$ cat config.mk
export PLATFORM = sky130hd
export DESIGN_NAME = ccx_ic_mem_arbiter_flat
export DESIGN_NICKNAME = d
export VERILOG_FILES = /design/src/rtl/ccx_ic_mem_arbiter_if.sv /design/src/rtl/ccx_ic_mem_arbiter.sv /design/src/flat_wrapper.sv
export SDC_FILE = /design/constraint.sdc
export NUM_CORES = 1
export LEC_CHECK = 0
export BUFFER_PORTS_ARGS = -buffer_cell sky130_fd_sc_hd__buf_2
export CAP_MARGIN = 20
export CORE_AREA = 4 4 211 213
export CTS_BUF_LIST = sky130_fd_sc_hd__clkbuf_16
export CTS_CLUSTER_DIAMETER = 200
export CTS_CLUSTER_SIZE = 16
export DETAILED_ROUTE_END_ITERATION = 10
export DIE_AREA = 0 0 215 217
export PLACE_DENSITY = 0.37
export SETUP_SLACK_MARGIN = 0.05
export SLEW_MARGIN = 15
export SYNTH_ARGS = -nofsm -noshare
export SYNTH_HDL_FRONTEND = slang
export SYNTH_SLANG_ARGS = --single-unit
$ cat constraint.sdc
create_clock -name g_clk -period 3.1 [get_ports g_clk]
set_clock_uncertainty 0.15 [all_clocks]
set_input_delay 0.155 -clock g_clk [delete_from_list [all_inputs] [get_ports g_clk]]
set_output_delay 0.155 -clock g_clk [all_outputs]
set_load 0.05 [all_outputs]
$ cat src/rtl/ccx_ic_mem_arbiter_if.sv
// ---------------------------------------------------------------------------
// ccx_ic_mem_arbiter_if
//
// One core memory-bus link: a request channel (req plus request fields,
// accepted on req & gnt) and a response channel (rdata and err, valid in the
// cycle after acceptance).
//
// Modports:
//   master : the side that issues requests. It drives req/rtype/addr/wen/
//            strb/wdata and receives gnt/err/rdata.
//   slave  : the side that accepts requests. It receives the request fields
//            and drives gnt/err/rdata.
// ---------------------------------------------------------------------------
interface ccx_ic_mem_arbiter_if #(
    parameter int AW = 39,
    parameter int DW = 64
);
    logic              req;
    logic              rtype;
    logic [AW-1:0]     addr;
    logic              wen;
    logic [DW/8-1:0]   strb;
    logic [DW-1:0]     wdata;
    logic              gnt;
    logic              err;
    logic [DW-1:0]     rdata;

    modport master (
        output req, rtype, addr, wen, strb, wdata,
        input  gnt, err, rdata
    );

    modport slave (
        input  req, rtype, addr, wen, strb, wdata,
        output gnt, err, rdata
    );
endinterface

$ cat src/rtl/ccx_ic_mem_arbiter.sv
// ---------------------------------------------------------------------------
// ccx_ic_mem_arbiter
//
// Shares one memory-bus target between two requesters (typically the core
// instruction-fetch and data-access paths). Arbitration is fixed priority,
// with a starvation counter that forces the low-priority requester through
// after STARVE_LIMIT consecutive waiting cycles. A request forwarded to the
// target but not yet granted is locked to its owner until the target grants
// it. Responses arrive one cycle after acceptance and their error flag is
// routed back to the requester that owned the accepted request.
//
// Ports:
//   g_clk   : clock, all state updates on the rising edge
//   g_reset : synchronous active-high reset
//   s0      : requester 0 bus (slave modport: arbiter accepts requests)
//   s1      : requester 1 bus (slave modport)
//   m       : target bus (master modport: arbiter issues requests)
// ---------------------------------------------------------------------------
module ccx_ic_mem_arbiter #(
    parameter int AW           = 39,
    parameter int DW           = 64,
    parameter int HI_PRIO      = 1,
    parameter int STARVE_LIMIT = 4
) (
    input  logic                  g_clk,
    input  logic                  g_reset,
    ccx_ic_mem_arbiter_if.slave   s0,
    ccx_ic_mem_arbiter_if.slave   s1,
    ccx_ic_mem_arbiter_if.master  m
);

    // Counter width is clog2(STARVE_LIMIT+1); kept at least one bit so the
    // disabled configuration still has a legal (constant-zero) register.
    localparam int CW_RAW = $clog2(STARVE_LIMIT + 1);
    localparam int CW     = (CW_RAW < 1) ? 1 : CW_RAW;

    localparam logic [CW-1:0] LIMIT_C = CW'(STARVE_LIMIT);
    localparam logic          HI_ID   = (HI_PRIO != 0);
    localparam logic          LO_ID   = ~HI_ID;

    typedef enum logic {
        IDLE = 1'b0,
        HELD = 1'b1
    } lock_state_t;

    lock_state_t    state_q, state_d;
    logic           lock_id_q, lock_id_d;
    logic           rsp_vld_q, rsp_vld_d;
    logic           rsp_id_q, rsp_id_d;
    logic [CW-1:0]  wait_ctr_q, wait_ctr_d;

    logic           sel_vld;
    logic           sel_id;
    logic           starve;
    logic           use_s1;
    logic           mreq_w;
    logic           accept;
    logic           gnt0_w;
    logic           gnt1_w;
    logic           lo_req;
    logic           lo_gnt;

    // ------------------------------------------------------------------
    // Selection
    // ------------------------------------------------------------------
    assign starve = (STARVE_LIMIT != 0) && (wait_ctr_q == LIMIT_C);

    always_comb begin
        sel_vld = 1'b0;
        sel_id  = 1'b0;
        if (state_q == HELD) begin
            // A locked request keeps the bus even if the owner drops req.
            sel_vld = 1'b1;
            sel_id  = lock_id_q;
        end else if (s0.req && s1.req) begin
            sel_vld = 1'b1;
            sel_id  = starve ? LO_ID : HI_ID;
        end else if (s0.req || s1.req) begin
            sel_vld = 1'b1;
            sel_id  = s1.req;
        end
    end

    // ------------------------------------------------------------------
    // Forwarding to the target
    // ------------------------------------------------------------------
    // m_req depends only on registers and requester inputs, never on m.gnt.
    assign mreq_w = sel_vld & (sel_id ? s1.req : s0.req) & ~g_reset;
    assign use_s1 = sel_vld & sel_id;
    assign accept = mreq_w & m.gnt;

    assign m.req   = mreq_w;
    assign m.rtype = use_s1 ? s1.rtype : s0.rtype;
    assign m.addr  = use_s1 ? s1.addr  : s0.addr;
    assign m.wen   = use_s1 ? s1.wen   : s0.wen;
    assign m.strb  = use_s1 ? s1.strb  : s0.strb;
    assign m.wdata = use_s1 ? s1.wdata : s0.wdata;

    assign gnt0_w = accept & ~sel_id;
    assign gnt1_w = accept &  sel_id;
    assign s0.gnt = gnt0_w;
    assign s1.gnt = gnt1_w;

    // ------------------------------------------------------------------
    // Response routing
    // ------------------------------------------------------------------
    // Read data is broadcast; only the error flag needs an owner. The error
    // uses the registered owner, so a new acceptance in the same cycle does
    // not disturb routing of the response that is returning now.
    assign s0.rdata = m.rdata;
    assign s1.rdata = m.rdata;
    assign s0.err   = m.err & rsp_vld_q & ~rsp_id_q & ~g_reset;
    assign s1.err   = m.err & rsp_vld_q &  rsp_id_q & ~g_reset;

    assign rsp_vld_d = accept;
    assign rsp_id_d  = accept ? sel_id : rsp_id_q;

    // ------------------------------------------------------------------
    // Lock FSM
    // ------------------------------------------------------------------
    always_comb begin
        state_d   = state_q;
        lock_id_d = lock_id_q;
        case (state_q)
            IDLE: begin
                if (mreq_w && !m.gnt) begin
                    state_d   = HELD;
                    lock_id_d = sel_id;
                end
            end
            HELD: begin
                if (m.gnt) begin
                    state_d = IDLE;
                end
            end
            default: state_d = IDLE;
        endcase
    end

    // ------------------------------------------------------------------
    // Starvation counter
    // ------------------------------------------------------------------
    // Counts every cycle the low-priority requester waits, including cycles
    // spent behind a lock or behind a target that is not granting.
    assign lo_req = LO_ID ? s1.req : s0.req;
    assign lo_gnt = LO_ID ? gnt1_w : gnt0_w;

    always_comb begin
        wait_ctr_d = wait_ctr_q;
        if (STARVE_LIMIT == 0) begin
            wait_ctr_d = '0;
        end else if (!lo_req || lo_gnt) begin
            wait_ctr_d = '0;
        end else if (wait_ctr_q != LIMIT_C) begin
            wait_ctr_d = wait_ctr_q + CW'(1);
        end
    end

    // ------------------------------------------------------------------
    // State registers
    // ------------------------------------------------------------------
    always_ff @(posedge g_clk) begin
        if (g_reset) begin
            state_q    <= IDLE;
            rsp_vld_q  <= 1'b0;
            wait_ctr_q <= '0;
        end else begin
            state_q    <= state_d;
            rsp_vld_q  <= rsp_vld_d;
            wait_ctr_q <= wait_ctr_d;
        end
    end

    // Owner tags are only meaningful while their valid/state bit is set,
    // so they carry no reset.
    always_ff @(posedge g_clk) begin
        lock_id_q <= lock_id_d;
        rsp_id_q  <= rsp_id_d;
    end

endmodule

$ cat src/flat_wrapper.sv
// flat-port wrapper written by rule: the top's interface ports become plain ports
module ccx_ic_mem_arbiter_flat 
#(
    parameter int AW           = 39,
    parameter int DW           = 64,
    parameter int HI_PRIO      = 1,
    parameter int STARVE_LIMIT = 4
)
  (g_clk, g_reset, s0_req, s0_rtype, s0_addr, s0_wen, s0_strb, s0_wdata, s0_gnt, s0_err, s0_rdata, s1_req, s1_rtype, s1_addr, s1_wen, s1_strb, s1_wdata, s1_gnt, s1_err, s1_rdata, m_req, m_rtype, m_addr, m_wen, m_strb, m_wdata, m_gnt, m_err, m_rdata);
  ccx_ic_mem_arbiter_if #(.AW(AW), .DW(DW)) s0_i ();
  ccx_ic_mem_arbiter_if #(.AW(AW), .DW(DW)) s1_i ();
  ccx_ic_mem_arbiter_if #(.AW(AW), .DW(DW)) m_i ();
  input  logic g_clk;
  input  logic g_reset;
  input wire logic [$bits(s0_i.req)-1:0] s0_req;
  input wire logic [$bits(s0_i.rtype)-1:0] s0_rtype;
  input wire logic [$bits(s0_i.addr)-1:0] s0_addr;
  input wire logic [$bits(s0_i.wen)-1:0] s0_wen;
  input wire logic [$bits(s0_i.strb)-1:0] s0_strb;
  input wire logic [$bits(s0_i.wdata)-1:0] s0_wdata;
  output wire logic [$bits(s0_i.gnt)-1:0] s0_gnt;
  output wire logic [$bits(s0_i.err)-1:0] s0_err;
  output wire logic [$bits(s0_i.rdata)-1:0] s0_rdata;
  input wire logic [$bits(s1_i.req)-1:0] s1_req;
  input wire logic [$bits(s1_i.rtype)-1:0] s1_rtype;
  input wire logic [$bits(s1_i.addr)-1:0] s1_addr;
  input wire logic [$bits(s1_i.wen)-1:0] s1_wen;
  input wire logic [$bits(s1_i.strb)-1:0] s1_strb;
  input wire logic [$bits(s1_i.wdata)-1:0] s1_wdata;
  output wire logic [$bits(s1_i.gnt)-1:0] s1_gnt;
  output wire logic [$bits(s1_i.err)-1:0] s1_err;
  output wire logic [$bits(s1_i.rdata)-1:0] s1_rdata;
  output wire logic [$bits(m_i.req)-1:0] m_req;
  output wire logic [$bits(m_i.rtype)-1:0] m_rtype;
  output wire logic [$bits(m_i.addr)-1:0] m_addr;
  output wire logic [$bits(m_i.wen)-1:0] m_wen;
  output wire logic [$bits(m_i.strb)-1:0] m_strb;
  output wire logic [$bits(m_i.wdata)-1:0] m_wdata;
  input wire logic [$bits(m_i.gnt)-1:0] m_gnt;
  input wire logic [$bits(m_i.err)-1:0] m_err;
  input wire logic [$bits(m_i.rdata)-1:0] m_rdata;
  assign s0_i.req = s0_req;
  assign s0_i.rtype = s0_rtype;
  assign s0_i.addr = s0_addr;
  assign s0_i.wen = s0_wen;
  assign s0_i.strb = s0_strb;
  assign s0_i.wdata = s0_wdata;
  assign s0_gnt = s0_i.gnt;
  assign s0_err = s0_i.err;
  assign s0_rdata = s0_i.rdata;
  assign s1_i.req = s1_req;
  assign s1_i.rtype = s1_rtype;
  assign s1_i.addr = s1_addr;
  assign s1_i.wen = s1_wen;
  assign s1_i.strb = s1_strb;
  assign s1_i.wdata = s1_wdata;
  assign s1_gnt = s1_i.gnt;
  assign s1_err = s1_i.err;
  assign s1_rdata = s1_i.rdata;
  assign m_req = m_i.req;
  assign m_rtype = m_i.rtype;
  assign m_addr = m_i.addr;
  assign m_wen = m_i.wen;
  assign m_strb = m_i.strb;
  assign m_wdata = m_i.wdata;
  assign m_i.gnt = m_gnt;
  assign m_i.err = m_err;
  assign m_i.rdata = m_rdata;
  ccx_ic_mem_arbiter #(.AW(AW), .DW(DW), .HI_PRIO(HI_PRIO), .STARVE_LIMIT(STARVE_LIMIT)) u_core (.g_clk(g_clk), .g_reset(g_reset), .s0(s0_i), .s1(s1_i), .m(m_i));
endmodule
==> flow_summary.toml <==
[logic_synthesis]
synth_area_mm2 = 0.002708
synth-main-ff-cell = "dfxtp_1"
synthesis.nets = 594
synth_edf_count = 2
yosys_warnings = 0
synth_seq_area_share = 0.05915
yosys.area.top_type = "buf_4"
synth-async-reset-ratio = 0
yosysTopAreaCellShare = 0.3549
syn_inst = 296
synth_cell_types = 27
syn_area_per_cell_um2 = 9.147
synth-seq-cells = 7
ys_top_cells_by_area = "buf_4 (35%), mux2_2 (32%), mux2_1 (15%)"

[setup_path]
cp.required_ns = 2.79
critPathLaunchType = "flop"
crit_type = "flop to primary output"
arrival_ns = 2.23
path_max_fanout = 67
cp-end-kind = "primary output"
cp_slowest_cell = "mux2_2"
crit_chain = "inv_1 > ha_1 > nand3_1 > a22oi_2 > buf_12 > mux2_2 > buf_2"
slowest_delay_ns = 0.39

[clock_tree]
path_clk_slew_ns = 0.04
root_buffer = "clkbuf_16"
htree_levels = 1
clockBufferDepth = 2
ctsHoldBuffers = 1
cts_inserted_buffers = 3
cts_tree = "done"
postCtsSetupBuffers = 0
cts-resized-gates = 0
clock_sinks = 7
clock_latency_ns = 0.23

[cells_and_area]
final_util = 0.09879
nets = 810
area_delta_synth_final_pct = 55.78
drive_gt1_frac = 0.8434

[timing]
hold_violations = 0
hold_ws_ns = 0.07428
fin_crit_ns = 2.530
rsz0062_at_grt = "no"
setup_tns_ns = 0
slew_violations = 0
tightest_slew_ns = 0.4624
post-route-period-util = 0.8163
worst_slack_ns = 0.5696
clock.fmax_mhz = 395.2
setup_viol = 0
max_slew_margin = 0.6918

[route]
viasPerCell = 2.699
drt_first_iter_violations = 39
drcViolationCount = 0
drtPass1Iterations = 4
ant_nets = 0
detailroute.via_count = 2861
wl_per_cell_um = 12.00
wl_um = 12720

[global_routing]
grt_use_total = 0.04757
first_global_vias = 3004
antenna_found_initial = 5
grt_first_pass_wirelength_um = 17370
grt_max_degree = 68
grt-ovfl-total = 0

[power_and_ir_drop]
p_leak_nw = 2.040
powerDensity_mw_per_mm2 = 323.8
peakVddDrop_v = 0.00009577
power.total_w = 0.001366

[placed_design]
place_congestion = 0.7732
io_buffers = 349
post-place-ws_ns = 0.8312
dp_hpwl_um = 11420

[floorplan]
initial_core_util = 0.06342
rows = 76
die-area_mm2 = 0.04666
num_io_pins = 542
die_y_um = 217
die_w_um = 215
core_area_mm2 = 0.04270

[job]
maxCapViolCount = 0

[worst_hold_path]
hold_path.class = "input pin to flop"

[run_status]
status = "complete, no violations"
-- layer usage --
metal,vias to the layer above,GRT usage,share of wire
li1,1322,-,-
met1,1197,0.04704,0.32
met2,287,0.08473,0.49
met3,55,0.01620,0.13
met4,0,0.03178,0.061
met5,-,0,0
-- registers in the layout (all words and copies together), names as in the netlist --
register,cells
u_core.lock_id_q,1
u_core.rsp_id_q,1
u_core.rsp_vld_q,1
u_core.state_q,1
u_core.wait_ctr_q,3
-- per-stage QoR --
stage / cell area, um^2 / std cells
finish: 4218 / 1060
floorplan: 2708 / 296
global placement: 4121 / 1052
CTS: 4210 / 1057
global route: 4215 / 1059
detailed placement: 4121 / 1052
-- synth_stat cells (5+ instances only) --
| library cell | n |
|---|---|
| mux2_2 | 76 |
| mux2_1 | 37 |
| dfxtp_1 | 5 |
| buf_6 | 5 |
| inv_1 | 5 |
| nor3_1 | 8 |
| buf_4 | 128 |
| buf_2 | 7 |
-- cells in the final DEF (no fill, tap or decap), drive strengths merged --
| cell type | instances |
|---|---|
| buf | 351 |
| mux2 | 113 |
| nor3 | 8 |
| inv | 6 |
| dfxtp | 5 |
| diode | 3 |
| clkbuf | 3 |
| nor2 | 2 |
| nor4 | 2 |
| nand2b | 2 |
| nand2 | 2 |
| ha | 2 |
| edfxtp | 2 |
| nor2b | 1 |
| nand3 | 1 |
| a22oi | 1 |
| and4b | 1 |
| a21boi | 1 |
| o22ai | 1 |
| nor3b | 1 |
| a221oi | 1 |
| mux2i | 1 |
| xnor2 | 1 |
| nand3b | 1 |
| o21ai | 1 |
| dlygate4sd3 | 1 |
-- power breakdown --
part           switching, W  internal, W  total, W  leakage (nW)
Combinational      0.000710     0.000334   0.00104          1.94
Clock             0.0000509     0.000168  0.000219        0.0423
Sequential       0.00000342    0.0000990  0.000102        0.0595
Total              0.000765     0.000601   0.00137          2.04
-- final cells by class --
| type | instances | area (um^2) |
|---|---|---|
| antenna | 3 | 7.507 |
| clock buffer | 3 | 75.07 |
| clock inverter | 1 | 3.754 |
| fill | 4951 | 38480 |
| inverter | 5 | 18.77 |
| multi-input combinational | 143 | 1473 |
| sequential | 7 | 160.2 |
| tap | 546 | 683.2 |
| timing repair buffer | 352 | 1797 |
-- kinds of logic after synthesis --
logic type,count (synthesis),share of synthesized area
buf+inv,146,0.3969
mux,114,0.4737
simple gates,21,0.04298
flops,7,0.05915
compound gates,5,0.01479
fa+ha+maj,2,0.009241
xor+xnor,1,0.003235
-- worst max-delay path: cells and delay by family (launching register included) --
kind	cells	cell delay, ns
flip-flops	1	0.33
multiplexers	1	0.39
AND/OR/NAND/NOR	1	0.09
adder cells (fa/ha/maj)	1	0.18
buffers and inverters	3	0.59
AO/OA/AOI/OAI	1	0.29
-- final timing paths --
kind              cells past startpoint  slack (ns)              endpoint            startpoint
setup / recovery                      7        0.57           m_wdata[35]  u_core.wait_ctr_q[0]
hold / removal                        2        0.07        u_core.state_q               g_reset
hold reg to reg                       2        0.39  u_core.wait_ctr_q[1]  u_core.wait_ctr_q[1]
setup reg to reg                      6        1.33       u_core.rsp_id_q  u_core.wait_ctr_q[0]
Power figures use the tool's default switching activity.
